<file path="config.mk">
export PLATFORM = sky130hd
export DESIGN_NAME = regwrite_queue_flat
export DESIGN_NICKNAME = d
export VERILOG_FILES = /design/src/rtl/regwrite_queue_if.sv /design/src/rtl/regwrite_queue.sv /design/src/flat_wrapper.sv
export SDC_FILE = /design/constraint.sdc
export NUM_CORES = 1
export LEC_CHECK = 0
export CAP_MARGIN = 10
export CORE_MARGIN = 4
export CORE_UTILIZATION = 45
export DETAILED_ROUTE_END_ITERATION = 16
export PLACE_DENSITY = 0.79
export SYNTH_ARGS = -nofsm -noshare
export SYNTH_HDL_FRONTEND = slang
export SYNTH_SLANG_ARGS = --single-unit
</file>
<file path="constraint.sdc">
create_clock -name clk -period 1.95 [get_ports clk]
set_input_delay 0.2925 -clock clk [delete_from_list [all_inputs] [get_ports clk]]
set_output_delay 0.2925 -clock clk [all_outputs]
set_load 0.03 [all_outputs]
</file>
<file path="src/rtl/regwrite_queue_if.sv">
// Register-file write port bundle driven by regwrite_queue.
// DATA_WIDTH / NUM_REG come from global macros; defaults apply when undefined.
`ifndef DATA_WIDTH
`define DATA_WIDTH 32
`endif
`ifndef NUM_REG
`define NUM_REG 32
`endif

interface writeport;
    logic                         enable;
    logic [$clog2(`NUM_REG)-1:0]  addr;
    logic [`DATA_WIDTH-1:0]       data;

    modport writer (output enable, output addr, output data);
    modport reader (input  enable, input  addr, input  data);
    modport master (output enable, output addr, output data);
    modport slave  (input  enable, input  addr, input  data);
endinterface

</file>
<file path="src/rtl/regwrite_queue.sv">
// In-order register-file write buffer draining one entry per cycle onto writeport.
// Optional youngest-match lookup bypass compiled in with REGWRITE_BYPASS_EN.
`ifndef DATA_WIDTH
`define DATA_WIDTH 32
`endif
`ifndef NUM_REG
`define NUM_REG 32
`endif

module regwrite_queue #(
    parameter int DEPTH = 4
) (
    input  logic                         clk,
    input  logic                         rst_n,
    input  logic                         in_valid,
    output logic                         in_ready,
    input  logic [$clog2(`NUM_REG)-1:0]  in_addr,
    input  logic [`DATA_WIDTH-1:0]       in_data,
    input  logic                         hold,
    writeport.writer                     wp,
    output logic [$clog2(DEPTH):0]       count,
    output logic                         empty
`ifdef REGWRITE_BYPASS_EN
    ,
    input  logic [$clog2(`NUM_REG)-1:0]  lk_addr,
    output logic                         lk_hit,
    output logic [`DATA_WIDTH-1:0]       lk_data
`endif
);

    localparam int AW = $clog2(`NUM_REG);
    localparam int DW = `DATA_WIDTH;
    localparam int PW = $clog2(DEPTH);
    localparam int CW = PW + 1;

    logic [AW-1:0] addr_mem [DEPTH];
    logic [DW-1:0] data_mem [DEPTH];
    logic [PW-1:0] head;
    logic [PW-1:0] tail;
    logic [CW-1:0] count_q;
    logic          push;
    logic          pop;

    assign in_ready = (count_q != CW'(DEPTH));
    assign empty    = (count_q == '0);
    assign count    = count_q;
    assign push     = in_valid && in_ready;
    assign pop      = !empty && !hold;

    assign wp.enable = pop;
    assign wp.addr   = addr_mem[head];
    assign wp.data   = data_mem[head];

    always_ff @(posedge clk or negedge rst_n) begin
        if (!rst_n) begin
            head    <= '0;
            tail    <= '0;
            count_q <= '0;
        end else begin
            if (push) tail <= tail + 1'b1;
            if (pop)  head <= head + 1'b1;
            case ({push, pop})
                2'b10:   count_q <= count_q + 1'b1;
                2'b01:   count_q <= count_q - 1'b1;
                default: count_q <= count_q;
            endcase
        end
    end

    // Storage is deliberately unreset; entries outside head..tail are never observed.
    always_ff @(posedge clk) begin
        if (push) begin
            addr_mem[tail] <= in_addr;
            data_mem[tail] <= in_data;
        end
    end

`ifdef REGWRITE_BYPASS_EN
    logic          hit;
    logic [DW-1:0] hit_data;

    // Walk from head toward tail so a later match overrides: the youngest wins.
    always_comb begin
        logic [PW-1:0] idx;
        hit      = 1'b0;
        hit_data = '0;
        idx      = '0;
        for (int unsigned i = 0; i < DEPTH; i++) begin
            idx = head + PW'(i);
            if ((CW'(i) < count_q) && (addr_mem[idx] == lk_addr)) begin
                hit      = 1'b1;
                hit_data = data_mem[idx];
            end
        end
    end

    assign lk_hit  = hit;
    assign lk_data = hit_data;
`endif

endmodule

</file>
<file path="src/flat_wrapper.sv">
// flat-port wrapper written by rule: the top's interface ports become plain ports
module regwrite_queue_flat 
#(
    parameter int DEPTH = 4
)
  (clk, rst_n, in_valid, in_ready, in_addr, in_data, hold, count, empty, wp_enable, wp_addr, wp_data);
  writeport wp_i ();
  input  logic clk;
  input  logic rst_n;
  input  logic in_valid;
  output logic in_ready;
  input  logic [$clog2(`NUM_REG)-1:0] in_addr;
  input  logic [`DATA_WIDTH-1:0] in_data;
  input  logic hold;
  output logic [$clog2(DEPTH):0] count;
  output logic empty;
  output wire logic [$bits(wp_i.enable)-1:0] wp_enable;
  output wire logic [$bits(wp_i.addr)-1:0] wp_addr;
  output wire logic [$bits(wp_i.data)-1:0] wp_data;
  assign wp_enable = wp_i.enable;
  assign wp_addr = wp_i.addr;
  assign wp_data = wp_i.data;
  regwrite_queue #(.DEPTH(DEPTH)) u_core (.clk(clk), .rst_n(rst_n), .in_valid(in_valid), .in_ready(in_ready), .in_addr(in_addr), .in_data(in_data), .hold(hold), .wp(wp_i), .count(count), .empty(empty));
endmodule
</file>
==> summary.md, run 1 <==
| Metric | Value |
|---|---|
| Async set-reset flop share out of synthesis | `4.516%` |
| Reg2reg end | `u_core.count[2]` |
| Tightest Pin Transition | `0.3278 ns` |
| Number of warnings printed during yosys synthesis | `0` |
| Fraction of met3 tracks used by global routing | `6.294%` |
| Launch instance of the worst register-to-register path | `u_core.count[0]` |
| Part of the total power dissipated in sequential elements | `34.9%` |
| Fraction of synthesized cell area taken by the top area cell type | `77.27%` |
| Path type of the worst setup path | `reg2out` |
| Die H | `121.1 um` |
| Final-stage net count | `401` |
| Drt total wl | `10.29 mm` |
| First-pass detailed-route iteration total | `4` |
| Final cycle utilization of the critical path | `109.9%` |
| Cells after Synth | `about 230` |
| Clock power share | `24.2%` |
| Share of post-route cells with drive strength above 1 | `41.69%` |
| Count of vias placed by the detailed router | `~2,700` |
| Switching power | `4.215 mW` |
| Post-detailed-route DRC marker count | `0` |
| Maximum number of pins on one net before global-route repair | `29` |
| P&R area growth vs syn | `35.13%` |
| HPWL after detailed placement | `6.410 mm` |
| Final critical-path required period | `2.142 ns` |
| Net switching share of the total power | `31.81%` |
| Initial Utilization | `45.76%` |
| Status | `finished, violations left` |
| Most used DFF post-synth | `sky130_fd_sc_hd__edfxtp_1` |
| Setup TNS | `-4.473 ns` |
| Largest fanout on the critical path | `6` |
| Global Route met1 Usage | `18.99%` |
| Max Transition Viols Final | `0` |
| Worst vdd rail ir drop | `0.0009837 V` |
| Number of cells on the worst reg-to-reg path | `9` |
| R2R Setup Slk | `-0.05 ns` |
| Critical path capture point type | `primary output` |
| Antenna violation net count after detailed routing | `0` |
| Cell internal power dissipation | `9.036 mW` |
| Via count of the first global-routing pass | `2,985` |
| Data arrival at the endpoint of the critical path | `1.85 ns` |
| Number of placed I/O pins | `84` |
| TritonCTS clock tree | `yes` |
| Number of maximum-capacitance violations | `0` |
| Grt total ovfl | `0` |
| Overall die width | `121.1 um` |
| Sequential element share of the synthesized area | `80.31%` |
| Worst setup slack after placement | `-0.1390 ns` |
| Min-Delay Path Class | `in2async` |
| Combinational Power Share | `40.9%` |
| Unrepaired setup endpoints after global routing | `yes` |
| Number of placed instances with taps included | `between 500 and 600` |
| Antenna diodes | `0` |
| Die area | `between 10,000 and 15,000 um2` |
| Most common library cells after synthesis | `148 x sky130_fd_sc_hd__edfxtp_1, 37 x sky130_fd_sc_hd__mux4_2, 7 x sky130_fd_sc_hd__dfrtp_1, 6 x sky130_fd_sc_hd__inv_1` |
| Final worst clock skew | `0.008422 ns` |
| Root Buffer | `sky130_fd_sc_hd__clkbuf_16` |
| Port bufs | `83` |
| FILL cells | `891` |
| Count of flip-flops with a built-in enable after synthesis | `148` |
| Most frequent cell after synthesis | `sky130_fd_sc_hd__edfxtp_1` |
| Setup violation total in the final timing report | `38` |
| Final Instance Count excl. Fillers | `539` |
| Number of antenna violations at the first check in global routing | `0` |
| Mean instance size in the synthesized netlist | `around 25 um2` |
| Max Freq | `466.8 MHz` |
| Number of hold-slack violations in the final timing report | `0` |
| Wire length of the first global-routing pass | `16.26 mm` |
| Routability congestion estimate from global placement | `0.7121` |
| PnR worst setup slack | `-0.1924 ns` |
| Synthesized area | `roughly 5800 um2` |
| Number of distinct library cells after synthesis | `21` |
| Core Box Area | `12,570 um2` |
| Worst-Skew Late Latency | `0.41 ns` |
| Startpoint types | `flop` |
| Met2 Usage GRT | `~24%` |
| Clock sink count | `155` |
| Avg Vias per Cell | `5.054` |
| Number of buffers added by the clock tree synthesis step | `17` |
| Number of levels in the clock H-tree | `4` |
| Critical path required time | `around 1.7 ns` |
| Cell Rows | `41` |
| Worst slew slack as a fraction of its limit | `78.08%` |
| Power after layout | `between 10 and 15 mW` |
| Clock Pin Slew Worst Setup and Hold Paths | `0.06 ns` |
| Synth area leader | `sky130_fd_sc_hd__edfxtp_1` |
| Final core utilization | `61.84%` |
| GR peak layer | `met2` |
| Wire per inst | `19.08 um` |
| Leak pwr | `roughly 2.7 nW` |
| PwrDens | `1705 nW/um2` |
| Starting DRC count in detailed routing | `161` |
| Post-synthesis net count | `278` |
| Buffer depth of the longest clock path | `2` |
| Failing checks | `negative setup slack` |
| GRT Overall Usage | `15.29%` |
| Synthesis-stage register bit count | `about 160` |
| Synth top area cells | `sky130_fd_sc_hd__edfxtp_1 77%, sky130_fd_sc_hd__mux4_2 14%, sky130_fd_sc_hd__dfrtp_1 3.0%, sky130_fd_sc_hd__ha_1 1.1%, sky130_fd_sc_hd__xor2_1 0.61%` |
==> per-layer routing <==
metal / vias to the layer above / share of wire (%)
met5: - / 0
met4: 0 / 1.0
met3: 13 / 6.9
met2: 83 / 51
met1: 1412 / 41
li1: 1216 / -
==> power by group through the flow <==
stage	sequential, mW	clock (mW)	combinational [mW]
after floorplan	4.70	0	2.99
after global placement	4.63	0	5.00
after detailed placement	4.68	0	5.05
after CTS	4.63	3.28	5.46
after global routing	4.68	3.43	5.76
final	4.63	3.20	5.42
==> kinds of logic after synthesis <==
| family | count (synthesis) | synth area share (%) |
|---|---|---|
| buffers and inverters | 14 | 1.218 |
| xor gates and xnor gates | 6 | 0.9136 |
| adders and majority gates | 6 | 1.436 |
| and+or+nand+nor | 11 | 1.283 |
| DFF | 155 | 80.31 |
| AOI/OAI and AO/OA | 1 | 0.08693 |
| muxes | 38 | 14.75 |
==> cell type report <==
cell class | count | area [um2] | share of cell area (%)
repair buffers | 112 | 1230 | 15.82
clock buffers | 18 | 429.2 | 5.522
inverters | 6 | 22.52 | 0.2898
multi-input cells | 62 | 1096 | 14.10
well taps | 172 | 215.2 | 2.769
clock inverters | 14 | 153.9 | 1.980
flip-flops and latches | 155 | 4626 | 59.51
==> how the worst max path moves through the flow <==
| stage | start | to | slack, ns | cells after the start |
|---|---|---|---|---|
| floorplan | u_core.count[1] | u_core.count[2] | -0.24 | 9 |
| global placement | u_core.head[0] | wp_data[2] | -0.12 | 3 |
| detailed placement | u_core.head[0] | wp_addr[0] | -0.14 | 3 |
| CTS | u_core.head[0] | wp_addr[4] | -0.24 | 4 |
| global route | u_core.head[0] | wp_data[28] | -0.26 | 4 |
| finish | u_core.head[0] | wp_data[28] | -0.19 | 4 |
==> metrics by stage <==
step / hold slack, ns / cell area [um2]
floorplan: -0.003091 / 5784
global placement: 0.5593 / 7023
detailed placement: 0.5761 / 7023
CTS: 0.1210 / 7741
global route: 0.1439 / 7772
finish: 0.1319 / 7772
==> flip-flops by register name, indices dropped and copies added (netlist names) <==
name and count:
u_core.head 2, u_core.addr_mem 20, u_core.tail 2, u_core.count 3, u_core.data_mem 128
==> worst max-delay path: stages (launching register included) <==
cell and delay (ns):
sky130_fd_sc_hd__dfrtp_2 0.49, sky130_fd_sc_hd__buf_8 0.17, sky130_fd_sc_hd__buf_6 0.10, sky130_fd_sc_hd__mux4_2 0.51, sky130_fd_sc_hd__buf_6 0.16
==> repair_timing <==
item	CTS	global route
cloned	1	0
resized for setup	232	20
buffers inserted	4	1
hold buffers	0	0
setup endpoints to repair	40	39
pin swaps	4	2
==> placed cells by master (no fill, tap or decap), drive strengths merged <==
| cell type | instances |
|---|---|
| edfxtp | 148 |
| buf | 68 |
| clkdlybuf4s50 | 43 |
| mux4 | 37 |
| clkbuf | 18 |
| clkinv | 8 |
| dfrtp | 7 |
| inv | 6 |
| ha | 5 |
| and3 | 4 |
| xor2 | 4 |
| clkinvlp | 3 |
| bufinv | 3 |
| xnor2 | 2 |
| nor2 | 2 |
| nor3 | 1 |
| or3b | 1 |
| and2 | 1 |
| nand2 | 1 |
| o21ai | 1 |
| mux2 | 1 |
| nor3b | 1 |
| fa | 1 |
| clkdlybuf4s15 | 1 |
Power figures use the tool's default switching activity.
==> inputs of run 2 (changes only) <==
--- a/config.mk
+++ b/config.mk
@@ -5,8 +5,6 @@
 export SDC_FILE = /design/constraint.sdc
 export NUM_CORES = 1
 export LEC_CHECK = 0
-export CAP_MARGIN = 10
-export CORE_MARGIN = 4
 export CORE_UTILIZATION = 45
 export DETAILED_ROUTE_END_ITERATION = 16
 export PLACE_DENSITY = 0.79
==> run 2 against run 1 <==
Sequential power about the same. Via count increased by 0.92%. The run still ends with negative setup slack left. Sequential cell count unchanged. First-iteration DRC count increased by 31%. Non-clock buffer count increased by 10. Design area increased by 0.90%. Power increased by 0.94%. Combinational power increased by 4.4%. Critical path depth unchanged. Highest routed layer unchanged. Register-to-register slack about the same. Clock power decreased by 3%. Clock skew about the same.
==> summary.md, run 2 (synthesis gave the netlist of run 1 again) <==
| Metric | Value |
|---|---|
| Leak pwr | `2.728 nW` |
| Power after layout | `13.37 mW` |
| Wire length of the first global-routing pass | `15.75 mm` |
| Initial Utilization | `47.10%` |
| Number of levels in the clock H-tree | `4` |
| Final worst clock skew | `slightly below 0.008 ns` |
| Critical path capture point type | `primary output` |
| Number of maximum-capacitance violations | `0` |
| Post-detailed-route DRC marker count | `0` |
| Via count of the first global-routing pass | `2,915` |
| Tightest Pin Transition | `roughly 0.32 ns` |
| Global Route met1 Usage | `20.58%` |
| Root Buffer | `sky130_fd_sc_hd__clkbuf_16` |
| Worst vdd rail ir drop | `0.001050 V` |
| Max Transition Viols Final | `0` |
| GRT Overall Usage | `17.03%` |
| First-pass detailed-route iteration total | `4` |
| Buffer depth of the longest clock path | `2` |
| Unrepaired setup endpoints after global routing | `yes` |
| Drt total wl | `10.35 mm` |
| Core Box Area | `12,210 um2` |
| Fraction of met3 tracks used by global routing | `under 10%` |
| Met2 Usage GRT | `29.32%` |
| Max Freq | `477.7 MHz` |
| Startpoint types | `flop` |
| FILL cells | `854` |
| Setup violation total in the final timing report | `38` |
| Antenna violation net count after detailed routing | `0` |
| Wire per inst | `18.99 um` |
| Critical path required time | `~1.7 ns` |
| Overall die width | `approximately 120 um` |
| Grt total ovfl | `0` |
| Commonest cells after routing, fill and taps aside | `148 x sky130_fd_sc_hd__edfxtp_1, 43 x sky130_fd_sc_hd__clkdlybuf4s50_1, 42 x sky130_fd_sc_hd__buf_6, 37 x sky130_fd_sc_hd__mux4_2, 23 x sky130_fd_sc_hd__buf_4` |
| GR peak layer | `met2` |
| Starting DRC count in detailed routing | `211` |
| Placed standard-cell area | `about 7000 um2` |
| Leading cell type in the layout, fill and taps excluded | `sky130_fd_sc_hd__edfxtp_1` |
| Port bufs | `83` |
| CP peak stage delay | `about 0.5 ns` |
| Worst setup slack after placement | `-0.1328 ns` |
| PwrDens | `1705 nW/um2` |
| P&R area growth vs syn | `36.35%` |
| Cell Rows | `40` |
| Routability congestion estimate from global placement | `between 0.6 and 0.7` |
| HPWL after detailed placement | `6.174 mm` |
| Final standard cell area without fillers | `slightly below 8000 um2` |
| Avg Vias per Cell | `5.044` |
| Number of placed I/O pins | `84` |
| Failing checks | `negative setup slack` |
| Number of antenna violations at the first check in global routing | `0` |
| Die area | `13,240 um2` |
| Status | `finished, violations left` |
| Number of hold-slack violations in the final timing report | `0` |
| Clock sink count | `155` |
| Min-Delay Path Class | `in2async` |
| Number of buffers added by the clock tree synthesis step | `17` |
| Maximum number of pins on one net before global-route repair | `31` |
| Most frequent cell on the critical path | `sky130_fd_sc_hd__buf_6` |
| Clock Pin Slew Worst Setup and Hold Paths | `0.06 ns` |
| Largest fanout on the critical path | `4` |
| Crit path cell chain | `buf_6, clkbuf_16, mux4_2, buf_6` |
| Path type of the worst setup path | `reg2out` |
| Worst slew slack as a fraction of its limit | `78.77%` |
| PnR worst setup slack | `-0.1434 ns` |
| Antenna diodes | `0` |
| Final cycle utilization of the critical path | `107.4%` |
| Final-stage net count | `411` |
| Die H | `115.1 um` |
| Final core utilization | `64.22%` |
| Max reg flops | `128` |
| TritonCTS clock tree | `yes` |
| Data arrival at the endpoint of the critical path | `approximately 1.8 ns` |
| Count of vias placed by the detailed router | `2,749` |
| Worst-Skew Late Latency | `0.41 ns` |
| Final critical-path required period | `2.093 ns` |
| Share of post-route cells with drive strength above 1 | `between 40% and 50%` |
| Largest register by flop count | `u_core.data_mem` |
| Cell with the biggest individual delay on the critical path | `sky130_fd_sc_hd__mux4_2` |
run 2: metrics by stage:
step / instances / TNS [ns] / hold slack (ns)
2_1_floorplan: 231 / -0.3460 / -0.003091
3_3_place_gp: 495 / -2.894 / 0.5624
3_5_place_dp: 495 / -3.077 / 0.5727
4_1_cts: 543 / -4.629 / 0.1377
5_1_grt: 545 / -6.072 / 0.1467
6_report: 545 / -3.791 / 0.1398
run 2: routing by layer:
metal	wire length (um)	vias to the layer above
met5	0	-
met4	112	0
met3	448	13
met2	5484	77
met1	4307	1420
li1	-	1239
run 2: timing repair:
| action | CTS | global route |
|---|---|---|
| cloned | 1 | 1 |
| hold buffers | 0 | 0 |
| gates resized for setup | 244 | 5 |
| endpoints found under the setup margin | 40 | 41 |
| buffers inserted | 15 | 2 |
| pin swaps | 3 | 1 |
run 2: worst paths after layout:
kind,slack (ns),start,to,depth (start not counted)
max in group asynchronous,1.55,rst_n,u_core.head[1],1
min in group clk,0.52,in_data[25],u_core.data_mem[2][25],1
worst max register to register,-0.04,u_core.count[1],u_core.count[2],9
worst max-delay path,-0.14,u_core.head[0],wp_data[8],4
worst min-delay path,0.14,rst_n,u_core.tail[0],1
worst min register to register,0.59,u_core.count[2],u_core.count[2],2
run 2: final cells by class:
type / instances / area, um2 / area share, %
tap: 168 / 210.2 / 2.680
clock inverter: 11 / 121.4 / 1.548
inverter: 6 / 22.52 / 0.2872
sequential: 155 / 4626 / 58.98
timing repair buffer: 122 / 1331 / 16.98
clock buffer: 21 / 440.4 / 5.616
multi-input combinational: 62 / 1091 / 13.91
run 2: power by group:
part	switching, mW	internal, mW
Sequential	0.203	4.42
Combinational	2.85	2.81
Clock	1.21	1.88
Total	4.26	9.11
run 2: critical path, delay by kind of cell (launching register included):
family | cells | cell delay, ns
multiplexers | 1 | 0.50
flip-flops | 1 | 0.44
buffers and inverters | 3 | 0.44
==> inputs of run 3 (changes only) <==
--- a/config.mk
+++ b/config.mk
@@ -6,6 +6,7 @@
 export NUM_CORES = 1
 export LEC_CHECK = 0
 export CORE_UTILIZATION = 45
+export CTS_CLUSTER_SIZE = 10
 export DETAILED_ROUTE_END_ITERATION = 16
 export PLACE_DENSITY = 0.79
 export SYNTH_ARGS = -nofsm -noshare
==> results of run 3 <==
Final layout, timing and power as in run 2 (identical DEF).
